===== src/rtl/sd_init_seq_pkg.sv =====
// Shared types and constants for the SD card-initialisation sequencer:
// card classification, command indices, fixed arguments and FSM states.
package sd_pkg;

    typedef enum logic [1:0] {
        CT_UNKNOWN = 2'd0,
        CT_SDV1    = 2'd1,
        CT_SDV2    = 2'd2,
        CT_SDHC    = 2'd3
    } card_type_e;

    localparam logic [5:0] CMD0   = 6'd0;
    localparam logic [5:0] CMD2   = 6'd2;
    localparam logic [5:0] CMD3   = 6'd3;
    localparam logic [5:0] CMD7   = 6'd7;
    localparam logic [5:0] CMD8   = 6'd8;
    localparam logic [5:0] CMD13  = 6'd13;
    localparam logic [5:0] CMD16  = 6'd16;
    localparam logic [5:0] CMD55  = 6'd55;
    localparam logic [5:0] ACMD41 = 6'd41;

    // CMD8: 2.7-3.6 V range plus 0xAA check pattern, echoed by v2 cards.
    localparam logic [31:0] CMD8_ARG       = 32'h0000_01AA;
    localparam logic [31:0] ACMD41_ARG_HCS = 32'hC010_0000;
    localparam logic [31:0] ACMD41_ARG_SC  = 32'h0010_0000;
    localparam logic [31:0] CMD16_ARG      = 32'd512;

    typedef enum logic [2:0] {
        ST_IDLE  = 3'd0,
        ST_ISSUE = 3'd1,
        ST_WAIT  = 3'd2,
        ST_DONE  = 3'd3,
        ST_FAIL  = 3'd4
    } seq_state_e;

endpackage


===== src/rtl/sd_init_seq_if.sv =====
// Start/busy/done handshake between the init sequencer (master) and the
// SD command engine (slave).
interface sd_init_seq_if;
    // Handshake: master holds cmd_start with stable idx/arg/precnt until the
    // engine raises cmd_busy; the engine later pulses cmd_done for one cycle
    // with cmd_busy low, and cmd_timeout/cmd_syntaxe/cmd_resparg are valid
    // only in that done cycle.
    logic        cmd_start;
    logic [15:0] cmd_precnt;
    logic [5:0]  cmd_idx;
    logic [31:0] cmd_arg;
    logic        cmd_busy;
    logic        cmd_done;
    logic        cmd_timeout;
    logic        cmd_syntaxe;
    logic [31:0] cmd_resparg;

    modport master (
        output cmd_start, cmd_precnt, cmd_idx, cmd_arg,
        input  cmd_busy, cmd_done, cmd_timeout, cmd_syntaxe, cmd_resparg
    );

    modport slave (
        input  cmd_start, cmd_precnt, cmd_idx, cmd_arg,
        output cmd_busy, cmd_done, cmd_timeout, cmd_syntaxe, cmd_resparg
    );
endinterface


===== src/rtl/sd_init_seq.sv =====
// SD card initialisation sequencer: CMD0..CMD16 from power-up to transfer state.
// Optional SD_INIT_STATUS_EN adds a CMD13 transfer-state check after CMD16.
module sd_init_seq
    import sd_pkg::*;
#(
    parameter logic [15:0] SLOW_CLKDIV      = 16'd63,
    parameter logic [15:0] FAST_CLKDIV      = 16'd1,
    parameter logic [3:0]  CMD_RETRY_MAX    = 4'd3,
    parameter logic [15:0] ACMD41_RETRY_MAX = 16'd2000,
    parameter logic [15:0] PRECNT_FIRST     = 16'd64,
    parameter logic [15:0] PRECNT_CMD       = 16'd2
) (
    input  logic                 clk,
    input  logic                 rstn,
    input  logic                 init_req,
    output logic                 init_busy,
    output logic                 init_done,
    output logic                 init_fail,
    output logic [5:0]           fail_cmd,
    output logic [1:0]           card_type,
    output logic [15:0]          rca,
    output logic [15:0]          clkdiv,
    sd_init_seq_if.master        cmd,
    output seq_state_e           state_dbg
);

    seq_state_e  state_q, state_d;
    card_type_e  card_type_q, card_type_d;
    logic        busy_q, busy_d, done_q, done_d, fail_q, fail_d;
    logic        start_q, start_d, v1_q, v1_d;
    logic [5:0]  fail_cmd_q, fail_cmd_d, idx_q, idx_d;
    logic [15:0] rca_q, rca_d, clkdiv_q, clkdiv_d, precnt_q, precnt_d;
    logic [15:0] poll_q, poll_d;
    logic [31:0] arg_q, arg_d;
    logic [3:0]  retry_q, retry_d;

    logic        restart, issue, retry, finish, go_fail, err;
    logic [5:0]  nxt_idx;
    logic [31:0] nxt_arg;
    logic        unused_resp;

    assign unused_resp = ^cmd.cmd_resparg[15:12];
    assign err = cmd.cmd_timeout | cmd.cmd_syntaxe;

    always_comb begin
        state_d     = state_q;
        card_type_d = card_type_q;
        busy_d      = busy_q;
        done_d      = done_q;
        fail_d      = fail_q;
        start_d     = start_q;
        v1_d        = v1_q;
        fail_cmd_d  = fail_cmd_q;
        idx_d       = idx_q;
        rca_d       = rca_q;
        clkdiv_d    = clkdiv_q;
        precnt_d    = precnt_q;
        poll_d      = poll_q;
        arg_d       = arg_q;
        retry_d     = retry_q;
        restart     = 1'b0;
        issue       = 1'b0;
        retry       = 1'b0;
        finish      = 1'b0;
        go_fail     = 1'b0;
        nxt_idx     = idx_q;
        nxt_arg     = arg_q;

        case (state_q)
            ST_IDLE: restart = 1'b1;
            ST_ISSUE: begin
                if (cmd.cmd_busy) begin
                    start_d = 1'b0;
                    state_d = ST_WAIT;
                end
            end
            ST_WAIT: begin
                if (cmd.cmd_done) begin
                    retry_d = '0;
                    case (idx_q)
                        CMD0: begin
                            issue = 1'b1; nxt_idx = CMD8; nxt_arg = CMD8_ARG;
                        end
                        CMD8: begin
                            // A timeout here is the normal answer of a v1 card.
                            if (cmd.cmd_timeout) begin
                                v1_d = 1'b1; issue = 1'b1; nxt_idx = CMD55; nxt_arg = '0;
                            end else if (!cmd.cmd_syntaxe && cmd.cmd_resparg[11:0] == 12'h1AA) begin
                                v1_d = 1'b0; issue = 1'b1; nxt_idx = CMD55; nxt_arg = '0;
                            end else begin
                                go_fail = 1'b1;
                            end
                        end
                        CMD55: begin
                            if (err) retry = 1'b1;
                            else begin
                                issue = 1'b1; nxt_idx = ACMD41;
                                nxt_arg = v1_q ? ACMD41_ARG_SC : ACMD41_ARG_HCS;
                            end
                        end
                        ACMD41: begin
                            if (cmd.cmd_timeout) retry = 1'b1;
                            else if (cmd.cmd_resparg[31]) begin
                                card_type_d = v1_q ? CT_SDV1 : (cmd.cmd_resparg[30] ? CT_SDHC : CT_SDV2);
                                issue = 1'b1; nxt_idx = CMD2; nxt_arg = '0;
                            end else begin
                                poll_d = (poll_q == ACMD41_RETRY_MAX) ? poll_q : poll_q + 16'd1;
                                if (poll_q + 16'd1 >= ACMD41_RETRY_MAX) go_fail = 1'b1;
                                else begin
                                    issue = 1'b1; nxt_idx = CMD55; nxt_arg = '0;
                                end
                            end
                        end
                        CMD2: begin
                            if (cmd.cmd_timeout) retry = 1'b1;
                            else begin
                                issue = 1'b1; nxt_idx = CMD3; nxt_arg = '0;
                            end
                        end
                        CMD3: begin
                            if (err) retry = 1'b1;
                            else begin
                                rca_d = cmd.cmd_resparg[31:16];
                                issue = 1'b1; nxt_idx = CMD7; nxt_arg = {cmd.cmd_resparg[31:16], 16'h0};
                            end
                        end
                        CMD7: begin
                            if (err) retry = 1'b1;
                            else begin
                                issue = 1'b1; nxt_idx = CMD16; nxt_arg = CMD16_ARG;
                            end
                        end
                        CMD16: begin
                            if (err) retry = 1'b1;
`ifdef SD_INIT_STATUS_EN
                            else begin
                                issue = 1'b1; nxt_idx = CMD13; nxt_arg = {rca_q, 16'h0};
                            end
                        end
                        CMD13: begin
                            if (err) retry = 1'b1;
                            else if (cmd.cmd_resparg[12:9] == 4'd4) finish = 1'b1;
                            else go_fail = 1'b1;
`else
                            else finish = 1'b1;
`endif
                        end
                        default: go_fail = 1'b1;
                    endcase
                end
            end
            ST_DONE, ST_FAIL: restart = init_req;
            default: state_d = ST_IDLE;
        endcase

        if (restart) begin
            done_d      = 1'b0;
            fail_d      = 1'b0;
            fail_cmd_d  = '0;
            card_type_d = CT_UNKNOWN;
            rca_d       = '0;
            retry_d     = '0;
            poll_d      = '0;
            v1_d        = 1'b0;
            clkdiv_d    = SLOW_CLKDIV;
            busy_d      = 1'b1;
            issue       = 1'b1;
            nxt_idx     = CMD0;
            nxt_arg     = '0;
        end

        if (retry) begin
            if (retry_q < CMD_RETRY_MAX) begin
                retry_d = retry_q + 4'd1;
                issue   = 1'b1;
            end else begin
                go_fail = 1'b1;
            end
        end

        if (issue) begin
            state_d  = ST_ISSUE;
            start_d  = 1'b1;
            idx_d    = nxt_idx;
            arg_d    = nxt_arg;
            precnt_d = (nxt_idx == CMD0) ? PRECNT_FIRST : PRECNT_CMD;
        end

        if (finish) begin
            state_d  = ST_DONE;
            done_d   = 1'b1;
            busy_d   = 1'b0;
            clkdiv_d = FAST_CLKDIV;
        end

        if (go_fail) begin
            state_d    = ST_FAIL;
            fail_d     = 1'b1;
            busy_d     = 1'b0;
            fail_cmd_d = idx_q;
        end
    end

    always_ff @(posedge clk or negedge rstn) begin
        if (!rstn) begin
            state_q     <= ST_IDLE;
            card_type_q <= CT_UNKNOWN;
            busy_q      <= 1'b0;
            done_q      <= 1'b0;
            fail_q      <= 1'b0;
            start_q     <= 1'b0;
            v1_q        <= 1'b0;
            fail_cmd_q  <= '0;
            idx_q       <= '0;
            rca_q       <= '0;
            clkdiv_q    <= SLOW_CLKDIV;
            precnt_q    <= PRECNT_FIRST;
            poll_q      <= '0;
            arg_q       <= '0;
            retry_q     <= '0;
        end else begin
            state_q     <= state_d;
            card_type_q <= card_type_d;
            busy_q      <= busy_d;
            done_q      <= done_d;
            fail_q      <= fail_d;
            start_q     <= start_d;
            v1_q        <= v1_d;
            fail_cmd_q  <= fail_cmd_d;
            idx_q       <= idx_d;
            rca_q       <= rca_d;
            clkdiv_q    <= clkdiv_d;
            precnt_q    <= precnt_d;
            poll_q      <= poll_d;
            arg_q       <= arg_d;
            retry_q     <= retry_d;
        end
    end

    assign init_busy      = busy_q;
    assign init_done      = done_q;
    assign init_fail      = fail_q;
    assign fail_cmd       = fail_cmd_q;
    assign card_type      = card_type_q;
    assign rca            = rca_q;
    assign clkdiv         = clkdiv_q;
    assign cmd.cmd_start  = start_q;
    assign cmd.cmd_precnt = precnt_q;
    assign cmd.cmd_idx    = idx_q;
    assign cmd.cmd_arg    = arg_q;
    assign state_dbg      = state_q;

endmodule


===== src/flat_wrapper.sv =====
// flat-port wrapper written by rule: the top's interface ports become plain ports
module sd_init_seq_flat import sd_pkg::*;
#(
    parameter logic [15:0] SLOW_CLKDIV      = 16'd63,
    parameter logic [15:0] FAST_CLKDIV      = 16'd1,
    parameter logic [3:0]  CMD_RETRY_MAX    = 4'd3,
    parameter logic [15:0] ACMD41_RETRY_MAX = 16'd2000,
    parameter logic [15:0] PRECNT_FIRST     = 16'd64,
    parameter logic [15:0] PRECNT_CMD       = 16'd2
)
  (clk, rstn, init_req, init_busy, init_done, init_fail, fail_cmd, card_type, rca, clkdiv, state_dbg, cmd_cmd_start, cmd_cmd_precnt, cmd_cmd_idx, cmd_cmd_arg, cmd_cmd_busy, cmd_cmd_done, cmd_cmd_timeout, cmd_cmd_syntaxe, cmd_cmd_resparg);
  sd_init_seq_if cmd_i ();
  input  logic clk;
  input  logic rstn;
  input  logic init_req;
  output logic init_busy;
  output logic init_done;
  output logic init_fail;
  output logic [5:0] fail_cmd;
  output logic [1:0] card_type;
  output logic [15:0] rca;
  output logic [15:0] clkdiv;
  output seq_state_e state_dbg;
  output wire logic [$bits(cmd_i.cmd_start)-1:0] cmd_cmd_start;
  output wire logic [$bits(cmd_i.cmd_precnt)-1:0] cmd_cmd_precnt;
  output wire logic [$bits(cmd_i.cmd_idx)-1:0] cmd_cmd_idx;
  output wire logic [$bits(cmd_i.cmd_arg)-1:0] cmd_cmd_arg;
  input wire logic [$bits(cmd_i.cmd_busy)-1:0] cmd_cmd_busy;
  input wire logic [$bits(cmd_i.cmd_done)-1:0] cmd_cmd_done;
  input wire logic [$bits(cmd_i.cmd_timeout)-1:0] cmd_cmd_timeout;
  input wire logic [$bits(cmd_i.cmd_syntaxe)-1:0] cmd_cmd_syntaxe;
  input wire logic [$bits(cmd_i.cmd_resparg)-1:0] cmd_cmd_resparg;
  assign cmd_cmd_start = cmd_i.cmd_start;
  assign cmd_cmd_precnt = cmd_i.cmd_precnt;
  assign cmd_cmd_idx = cmd_i.cmd_idx;
  assign cmd_cmd_arg = cmd_i.cmd_arg;
  assign cmd_i.cmd_busy = cmd_cmd_busy;
  assign cmd_i.cmd_done = cmd_cmd_done;
  assign cmd_i.cmd_timeout = cmd_cmd_timeout;
  assign cmd_i.cmd_syntaxe = cmd_cmd_syntaxe;
  assign cmd_i.cmd_resparg = cmd_cmd_resparg;
  sd_init_seq #(.SLOW_CLKDIV(SLOW_CLKDIV), .FAST_CLKDIV(FAST_CLKDIV), .CMD_RETRY_MAX(CMD_RETRY_MAX), .ACMD41_RETRY_MAX(ACMD41_RETRY_MAX), .PRECNT_FIRST(PRECNT_FIRST), .PRECNT_CMD(PRECNT_CMD)) u_core (.clk(clk), .rstn(rstn), .init_req(init_req), .init_busy(init_busy), .init_done(init_done), .init_fail(init_fail), .fail_cmd(fail_cmd), .card_type(card_type), .rca(rca), .clkdiv(clkdiv), .cmd(cmd_i), .state_dbg(state_dbg));
endmodule

===== config.mk =====
export PLATFORM = sky130hd
export DESIGN_NAME = sd_init_seq_flat
export DESIGN_NICKNAME = d
export VERILOG_FILES = /design/src/rtl/sd_init_seq_pkg.sv /design/src/rtl/sd_init_seq_if.sv /design/src/rtl/sd_init_seq.sv /design/src/flat_wrapper.sv
export SDC_FILE = /design/constraint.sdc
export NUM_CORES = 1
export LEC_CHECK = 0
export BUFFER_PORTS_ARGS = -buffer_cell sky130_fd_sc_hd__buf_2
export CAP_MARGIN = 5
export CORE_MARGIN = 10
export CORE_UTILIZATION = 54
export CTS_BUF_LIST = sky130_fd_sc_hd__clkbuf_2
export CTS_CLUSTER_DIAMETER = 50
export DETAILED_ROUTE_END_ITERATION = 8
export PLACE_DENSITY = 0.84
export SYNTH_ARGS = -nofsm -noshare
export SYNTH_HDL_FRONTEND = slang
export SYNTH_SLANG_ARGS = --single-unit

===== constraint.sdc =====
create_clock -name clk -period 3.8 [get_ports clk]
set_clock_uncertainty 0.2 [all_clocks]
set_input_delay 0 -clock clk [delete_from_list [all_inputs] [get_ports clk]]
set_output_delay 0 -clock clk [all_outputs]
set_load 0.02 [all_outputs]

Word level (Yosys, flattened, before mapping)
Cells that the tools add are included.

word-level totals
  input port bits = 39
  output and inout port bits = 101
  bits in registers = 122
  logic and storage cells = 186

operators by class
  reduce and logical (&&, ||, !) cells = 31
  $lt $le $gt $ge = 2
  bitwise logic cells = 1
  mux-type cells = 109
  add/subtract/negate cells = 2
  equality and inequality tests = 26

operators by type and width
  operator                                                             count
  2-to-1 mux 32 bit                                                    13
  2-to-1 mux 16 bit                                                    14
  one-hot mux 32 bit (7 select lines)                                  1
  2-to-1 mux 6 bit                                                     14
  2-to-1 mux 1 bit                                                     44
  one-hot mux 6 bit (7 select lines)                                   1
  2-to-1 mux 4 bit                                                     5
  nonzero test 2 bit                                                   10
  adder 16 x 1 -> 16 bit, second input constant                        1
  == test 16 x 11 -> 1 bit, second input constant                      1
  greater-or-equal comparator 16 x 11 -> 1 bit, second input constant  1
  inequality test 3 x 2 -> 1 bit, second input constant                5
  2-to-1 mux 2 bit                                                     7
  == test 12 x 9 -> 1 bit, second input constant                       1
  == test 6 x 2 -> 1 bit, second input constant                        2
  == test 6 bit, second input constant                                 2
  logical NOT 6 bit                                                    2
  2-to-1 mux 3 bit                                                     4
  AND reduction 11 bit                                                 1
  inequality test 2 x 1 -> 1 bit, second input constant                4
  AND reduction 4 bit                                                  2
  nonzero test 8 bit                                                   1
  OR reduction 4 bit                                                   2
  2-to-1 mux 7 bit                                                     1
  other kinds (27)                                                     32

Longest topological paths before layout
Gate-level depths: netlist of the first run.

  depth in word-level cells = 14
  gate-level depth with buffers = 10
  mapped depth without buffers = 8

Worst setup path after synthesis of the first run
No wires, ideal clock.

  kind = reg2reg
  start = register u_core.idx_q[1], in the netlist u_core.cmd.cmd_idx[1]
  end = register u_core.arg_q[21], in the netlist u_core.cmd.cmd_arg[21]
  clock period less this slack = 2,669 ps
  arrival = 2,391 ps
  cell stages (with the launch flop) = 11
  required time = 3,522 ps
  library setup time = 78 ps
  slack = 1,131 ps
  path through = dfrtp_1 > buf_2 > nor2b_1 > nand3_1 > a211oi_1 > o31a_1 > o21a_1 > clkbuf_1 > buf_2 > nand4_1 > a21oi_1

on the way
  cells in the longest elaborated chain, start to end = 9

ends and longest elaborated chain
  item                                         RTL line            text
  from (decl)                                  sd_init_seq.sv:31   logic [5:0] fail_cmd_q, fail_cmd_d, idx_q, idx_d;
  from (signal assigned)                       sd_init_seq.sv:230  idx_q <= idx_d;
  == test 6 bit, or another cell as far along  sd_init_seq.sv:80   case (idx_q)
  OR reduction 3 bit (no source line)          --
  one-hot mux 1 bit (5 select lines)           sd_init_seq.sv:80
  2-to-1 mux 1 bit                             sd_init_seq.sv:78   if (cmd.cmd_done) begin
  2-to-1 mux 1 bit                             sd_init_seq.sv:69   case (state_q)
  2-to-1 mux 1 bit                             sd_init_seq.sv:156  if (restart) begin
  2-to-1 mux 1 bit                             sd_init_seq.sv:173  if (retry_q < CMD_RETRY_MAX) begin
  2-to-1 mux 1 bit                             sd_init_seq.sv:172  if (retry) begin
  AND reduction 11 bit (no source line)        --
  to (signal assigned)                         sd_init_seq.sv:235  arg_q <= arg_d;
  to (decl)                                    sd_init_seq.sv:34   logic [31:0] arg_q, arg_d;

Parallel ways exist; a longest one is shown, timed or not. The select of a mux whose other input is x is not followed.
A chain may end at the register's enable or synchronous reset.

Worst setup path in the final report of the first run
  start = register u_core.idx_q[4], in the netlist u_core.cmd.cmd_idx[4]
  end = register u_core.state_q[0], in the netlist u_core.state_dbg[0]

on the way
  cells in the longest elaborated chain, start to end = 11

ends and longest elaborated chain
  item                                         RTL line            text
  == test 6 bit, or another cell as far along  sd_init_seq.sv:80
  OR reduction 3 bit (no source line)          --
  one-hot mux 1 bit (5 select lines)           sd_init_seq.sv:80
  2-to-1 mux 1 bit                             sd_init_seq.sv:78
  2-to-1 mux 1 bit                             sd_init_seq.sv:69
  2-to-1 mux 1 bit                             sd_init_seq.sv:156
  2-to-1 mux 1 bit                             sd_init_seq.sv:173
  2-to-1 mux 1 bit                             sd_init_seq.sv:172
  2-to-1 mux 3 bit                             sd_init_seq.sv:181  if (issue) begin
  2-to-1 mux 3 bit                             sd_init_seq.sv:189  if (finish) begin
  2-to-1 mux 3 bit                             sd_init_seq.sv:196  if (go_fail) begin
  to (signal assigned)                         sd_init_seq.sv:222  state_q <= state_d;
  to (decl)                                    sd_init_seq.sv:27   seq_state_e state_q, state_d;

Parallel ways exist; a longest one is shown, timed or not.

==> results.cfg, run 1 <==
[status]
status = finished, final reports clean

[grt]
grt_max_degree = 73
antenna_found_initial = 0
global_route.usage.total_pct = 20.9
first_global_vias = 4460
gr-total-overflow = 0
grt_pass1_wl_um = 22300

[logic_synthesis]
yosys-top-cells-area = dfrtp_1 42%, buf_4 7.0%, a21oi_1 5.5%, o21ai_0 5.3%, nand2_1 5.1%
synthCells = 533
post_synth_mux_area_share_pct = 2.20
ys_warn_count = 0
synth_seq_cells = 79
synth_top_family_by_area = compound AO/OA/AOI/OAI gates
yosys.cell_types.count = 67
synth_xor_area_share_pct = 0.381
yosysMostFrequentCell = dfrtp_1
dominantRegCellSynth = dfrtp_1
postSynth.asyncResetShare_pct = 100
netlist_top_cells_count = 77 x dfrtp_1, 63 x nand2_1, 51 x a21oi_1, 49 x o21ai_0, 43 x buf_4
synth_enable_flop_cells = 0
yosys.area_share.simple_pct = 20.1
post-synth-top-area-fraction_pct = 41.9
mappedNetlistArea_um2 = 4600
synth_top_cell_by_area = dfrtp_1
synth-compound-area-share_pct = 21.7
sequential_cell_area_fraction_in_the_yosys_report_pct = 43.0
average_footprint_of_a_synthesized_cell_um2 = 8.63
synth_fa_ha_area_share_pct = 0.816

[placed_design]
place.detailed.instances = 702
routabilityCongestion = 0.969
placement.io_buffers = 100
place.detailed.hpwl_um = 9010

[critical_path]
timing.setup.critical_path_class = flop to flop
reg2reg_setup_slack_ns = 0.25
crit_path_start_kind = flop
timing.critical_path.slowest_cell_delay_ns = 0.63
regToRegStartpoint = u_core.cmd.cmd_idx[4]
critical_path_arrival_ns = 3.82
critical_path.most_common_cell = nand3_1
critPathSlowestCell = o21a_1
crit_family = compound AO/OA/AOI/OAI gates
worstPathCellList = nor3_1 -> nand3_1 -> nor2_1 -> a221o_1 -> o21a_1 -> a211oi_4 -> nand3_1 -> dlygate4sd3_1
critical_path_peak_fanout = 17
worstRegToRegCells = 8
required_worst_endpoint_ns = 4.06
timing.critical_path.to_type = flop
rr_endpoint = u_core.state_dbg[0]
critPathBufInv = 1

[pwr]
combinational_share_of_power_pct = 34.5
leakagePower_uw = 0.00261
p_sw_uw = 996
power.density_nw_per_um2 = 460
clock_power_share_pct = 26.7
cellInternalPower_uw = 1560
max-vdd-ir-drop_mv = 0.285
power.sequential.fraction_pct = 38.8
sw_frac_of_total_pct = 39.0

[clock_tree]
cts_inserted_buffers = 9
clock_tree.buffer_depth = 2
root_buffer = clkbuf_2
htree_num_levels = 3
cts_num_sinks = 79
cts_tree = done
clock_latency_ns = 0.54
cts.reportedPaths.clkPinSlew_ns = 0.25

[min_path]
worstHoldEndpoint = u_core.cmd.cmd_arg[16]
worstHoldPathType = primary input to flop
hold_path_startpoint = cmd_cmd_resparg[16]
hold_depth = 4

[floorplanning]
pin_count = 140
initial_utilization_pct = 55.7
die_area_um2 = 12600
placement_rows = 33
coreArea_um2 = 8260
dieHeight_um = 112
die_x_um = 112

[sta]
fmax_mhz = 281
timing_worst_slew_pin_value_ns = 1.12
final_max_slew_viol_count = 0
rsz0062_at_grt = no
final.setup.tns_ns = 0
min_period_over_period_pct = 93.5
finalSetupViolations = 0
slew-limit-headroom_pct = 24.7
fin_crit_ns = 3.55
hold_viol_final = 0

[detailed_routing]
drt.antenna.violating_nets = 0
initialDrtViolationCount = 418
drc = 0
drt-total-wl_um = 13600
detail_route.vias_per_cell = 5.90
dr_total_vias = 4465
dr.pass1.iters = 7
avgRoutedWirePerCell_um = 17.9

[layout]
final_layout_size_suffix_gt1_share_pct = 21.5
area_growth_syn_to_fin_pct = 20.9
layout.nets = 689
post_route_insts_no_fill = 757
num_antenna_cells = 0

[flow_run]
max_cap_violations = 0
[sequential cells by signal, summed over array words and instances, names as in the netlist]
| name | flops |
|---|---|
| u_core.card_type | 2 |
| u_core.clkdiv | 1 |
| u_core.cmd.cmd_arg | 18 |
| u_core.cmd.cmd_idx | 6 |
| u_core.cmd.cmd_precnt | 2 |
| u_core.cmd.cmd_start | 1 |
| u_core.fail_cmd | 6 |
| u_core.init_busy | 1 |
| u_core.init_done | 1 |
| u_core.init_fail | 1 |
| u_core.poll_q | 16 |
| u_core.rca | 16 |
| u_core.retry_q | 4 |
| u_core.state_dbg | 3 |
| u_core.v1_q | 1 |
[worst register-to-register path: cells and delay by family, from the launching register on]
family | cells | cell delay [ns]
buffers and inverters | 1 | 0.56
DFF | 1 | 0.60
AOI/OAI and AO/OA | 3 | 1.06
and+or+nand+nor | 4 | 1.05
[per-layer routing]
layer / up-vias / track usage [%] / routed length [µm]
met3: 54 / 5.11 / 1070
met1: 2117 / 24.9 / 5290
met2: 241 / 34.6 / 6630
li1: 2053 / - / -
met5: - / 0 / 0
met4: 0 / 9.90 / 578
[stage by stage]
stage	utilization, %	hold slack (ns)	setup WS (ns)	area (µm²)	total power (µW)
2_1_floorplan	-	-0.496	1.13	4720	1620
3_3_place_gp	60.1	0.00923	0.724	4970	1810
3_5_place_dp	60.1	0.0293	0.583	4970	1830
4_1_cts	66.9	0.00109	0.149	5520	2550
5_1_grt	67.3	0.00294	0.0927	5560	2690
6_report	67.3	0.0276	0.246	5560	2550
[how the worst max path moves through the flow]
stage / start / endpoint / depth (start not counted)
6_report: u_core.cmd.cmd_idx[4] / u_core.state_dbg[0] / 8
5_1_grt: u_core.cmd.cmd_idx[1] / u_core.state_dbg[0] / 8
4_1_cts: u_core.poll_q[5] / u_core.state_dbg[0] / 8
3_5_place_dp: u_core.poll_q[5] / u_core.fail_cmd[3] / 7
3_3_place_gp: u_core.poll_q[5] / u_core.fail_cmd[1] / 7
2_1_floorplan: u_core.cmd.cmd_idx[1] / u_core.cmd.cmd_arg[21] / 10
[layout make-up]
class / instances / area (µm²)
clock inverters: 6 / 140
multi-input cells: 391 / 2220
fillers: 655 / 2700
repair buffers: 147 / 966
well taps: 105 / 131
clock buffers: 10 / 50.0
inverters: 19 / 71.3
flip-flops and latches: 79 / 1980
[cells in the final DEF (no fill, tap or decap), drive strengths merged, types with 13 or more instances in the layout]
master,instances
nor3,13
conb,35
nand4,19
nand3,16
inv,21
dlygate4sd3,36
o21ai,49
dfrtp,77
nor2,31
buf,111
nand2,63
a21oi,51
[timing repair]
action | CTS | global route
hold buffers | 35 | 2
hold endpoints to repair | 145 | 3
setup endpoints to repair | 0 | 1
buffers inserted | 0 | 2
resized for setup | 0 | 0
[power groups by stage]
stage,clock network [µW],logic (µW),registers [µW]
global placement,0,810,998
CTS,686,873,988
detailed placement,0,823,1000
floorplan,0,567,1050
global route,728,958,1000
finish,683,882,990
[cell families after synthesis]
logic type / Yosys count
muxes: 10
xor gates and xnor gates: 2
adders and majority gates: 3
other: 2
DFF: 79
AOI/OAI and AO/OA: 157
buffers and inverters: 96
and+or+nand+nor: 184
Power figures use the tool's default switching activity.
==> run 2, diff against run 1 <==
--- a/config.mk
+++ b/config.mk
@@ -7,11 +7,13 @@
 export LEC_CHECK = 0
 export BUFFER_PORTS_ARGS = -buffer_cell sky130_fd_sc_hd__buf_2
 export CAP_MARGIN = 5
+export CORE_ASPECT_RATIO = 1.2
 export CORE_MARGIN = 10
 export CORE_UTILIZATION = 54
 export CTS_BUF_LIST = sky130_fd_sc_hd__clkbuf_2
 export CTS_CLUSTER_DIAMETER = 50
 export DETAILED_ROUTE_END_ITERATION = 8
+export MAX_ROUTING_LAYER = met4
 export PLACE_DENSITY = 0.84
 export SYNTH_ARGS = -nofsm -noshare
 export SYNTH_HDL_FRONTEND = slang
==> run 2 against run 1 <==
Net effect: global-route usage decreased by 0.13 points; critical path type unchanged; design area decreased by 1.9%; critical endpoint unchanged; core utilization down 0.80 points.
==> results.cfg, run 2 (same netlist as run 1, synthesis figures left out) <==
[layout]
area_growth_syn_to_fin_pct = 18.6
final_layout_size_suffix_gt1_share_pct = 21.3
finalInstanceArea_um2 = 5450
post_route_insts_no_fill = 762
nFillCells = 663
layout.cells.most_common = buf_2
largest_reg_flops = 18
layout.nets = 684
final_core_util_pct = 66.5
final_cell_mix = 99 x buf_2, 77 x dfrtp_1, 63 x nand2_1

[clock_tree]
root_buffer = clkbuf_2
htree_num_levels = 3
cts.reportedPaths.clkPinSlew_ns = 0.25
cts_num_sinks = 79
clock_latency_ns = 0.55
cts_tree = done
cts_inserted_buffers = 9
cts-resized-gates = 0
clock_tree.buffer_depth = 2

[detailed_routing]
initialDrtViolationCount = 415
dr.pass1.iters = 5
drt-total-wl_um = 12900
drt.antenna.violating_nets = 0
drc = 0
avgRoutedWirePerCell_um = 16.9
dr_total_vias = 4360
detail_route.vias_per_cell = 5.72

[min_path]
hold_depth = 4
worstHoldPathType = primary input to flop
hold_path_startpoint = cmd_cmd_resparg[30]
worstHoldEndpoint = u_core.rca[14]

[critical_path]
reg2reg_setup_slack_ns = 0.22
worstPathCellList = nor2b_1 -> nand3_1 -> a211oi_1 -> o31a_1 -> buf_4 -> o21a_1 -> a211oi_4 -> nand3_1 -> dlygate4sd3_1
regToRegStartpoint = u_core.cmd.cmd_idx[1]
critical_path_arrival_ns = 3.86
required_worst_endpoint_ns = 4.08
rr_endpoint = u_core.state_dbg[0]
timing.setup.critical_path_class = flop to flop
worstRegToRegCells = 9
critical_path.most_common_cell = nand3_1
timing.critical_path.to_type = flop
crit_path_start_kind = flop
timing.critical_path.slowest_cell_delay_ns = 0.59
critPathSlowestCell = dfrtp_1
critPathBufInv = 2
critical_path_peak_fanout = 17
crit_family = compound AO/OA/AOI/OAI gates

[sta]
final.setup.tns_ns = 0
hold_viol_final = 0
rsz0062_at_grt = no
finalSetupViolations = 0
fin_ws_ns = 0.223
timing_worst_slew_pin_value_ns = 1.26
fin_crit_ns = 3.58
final_max_slew_viol_count = 0
slew-limit-headroom_pct = 16.2
fmax_mhz = 280
min_period_over_period_pct = 94.1

[placed_design]
detailed_place.area_um2 = 4970
dp_slack_ns = 0.517
routabilityCongestion = 0.926
placement.io_buffers = 100
place.detailed.instances = 710
place.detailed.hpwl_um = 8950

[grt]
global_route.usage.total_pct = 20.8
gr-total-overflow = 0
first_global_vias = 4304
grt_max_degree = 78
grt_pass1_wl_um = 21400
antenna_found_initial = 1

[floorplanning]
coreArea_um2 = 8200
die_x_um = 104
initial_utilization_pct = 56.1
die_area_um2 = 12600
placement_rows = 36
pin_count = 140
dieHeight_um = 121

[pwr]
leakagePower_uw = 0.00255
max-vdd-ir-drop_mv = 0.289
power.density_nw_per_um2 = 426

[status]
status = finished, final reports clean

[flow_run]
max_cap_violations = 0
-- run 2: cell count changes in the layout (fill, tap and decap cells not counted), sizes merged --
cell | previous run | this run
diode | 0 | 1
dlygate4sd3 | 36 | 32
inv | 21 | 20
buf | 111 | 110
bufinv | 4 | 1
clkinv | 0 | 4
clkbuf | 10 | 9
clkinvlp | 0 | 1
-- run 2: layout make-up --
cell class	count	area (µm²)	share of cell area, %
sequential	79	1980	36.3
clock inverter	7	72.6	1.33
multi-input combinational	391	2220	40.7
clock buffer	9	45.0	0.826
inverter	19	71.3	1.31
antenna	1	2.50	0.0459
timing repair buffer	142	918	16.8
tap	114	143	2.62
-- run 2: per-stage QoR --
stage / hold slack (ns) / power, µW
3_3_place_gp: 0.0113 / 1800
6_report: 0.0230 / 2320
5_1_grt: 0.00695 / 2460
4_1_cts: 0.000348 / 2320
3_5_place_dp: 0.0292 / 1820
2_1_floorplan: -0.496 / 1620
-- run 2: worst max path at each step --
stage	cells past startpoint	end	startpoint	slack (ns)
final	9	u_core.state_dbg[0]	u_core.cmd.cmd_idx[1]	0.22
after global routing	9	u_core.state_dbg[0]	u_core.cmd.cmd_idx[3]	0.03
after CTS	8	u_core.state_dbg[0]	u_core.poll_q[5]	0.12
after detailed placement	7	u_core.fail_cmd[4]	u_core.poll_q[5]	0.52
after global placement	7	u_core.fail_cmd[1]	u_core.poll_q[5]	0.72
after floorplan	10	u_core.cmd.cmd_arg[21]	u_core.cmd.cmd_idx[1]	1.13
-- run 2: power by group --
part	leakage [µW]	switching [µW]	total [µW]	internal [µW]
clock	0.0000699	310	463	153
sequential	0.00108	83.7	992	909
combinational	0.00140	586	865	279
-- run 2: layer usage --
layer | track usage (%) | wire (µm) | share of wire, %
met5 | - | 0 | 0
met4 | 7.58 | 255 | 2.0
met3 | 5.42 | 964 | 7.5
met2 | 34.1 | 6480 | 50
met1 | 24.1 | 5150 | 40
-- run 2: what timing repair did --
item | 4_1_cts | 5_1_grt
setup endpoints to repair | 0 | 1
hold buffers | 33 | 0
endpoints found under the hold margin | 137 | 0
setup buffers | 0 | 2
-- run 2: worst reg2reg max path, stage by stage (launching register included) --
cell and delay (ns):
dfrtp_1 0.59, nor2b_1 0.35, nand3_1 0.13, a211oi_1 0.46
o31a_1 0.20, buf_4 0.18, o21a_1 0.59, a211oi_4 0.18
nand3_1 0.11, dlygate4sd3_1 0.55
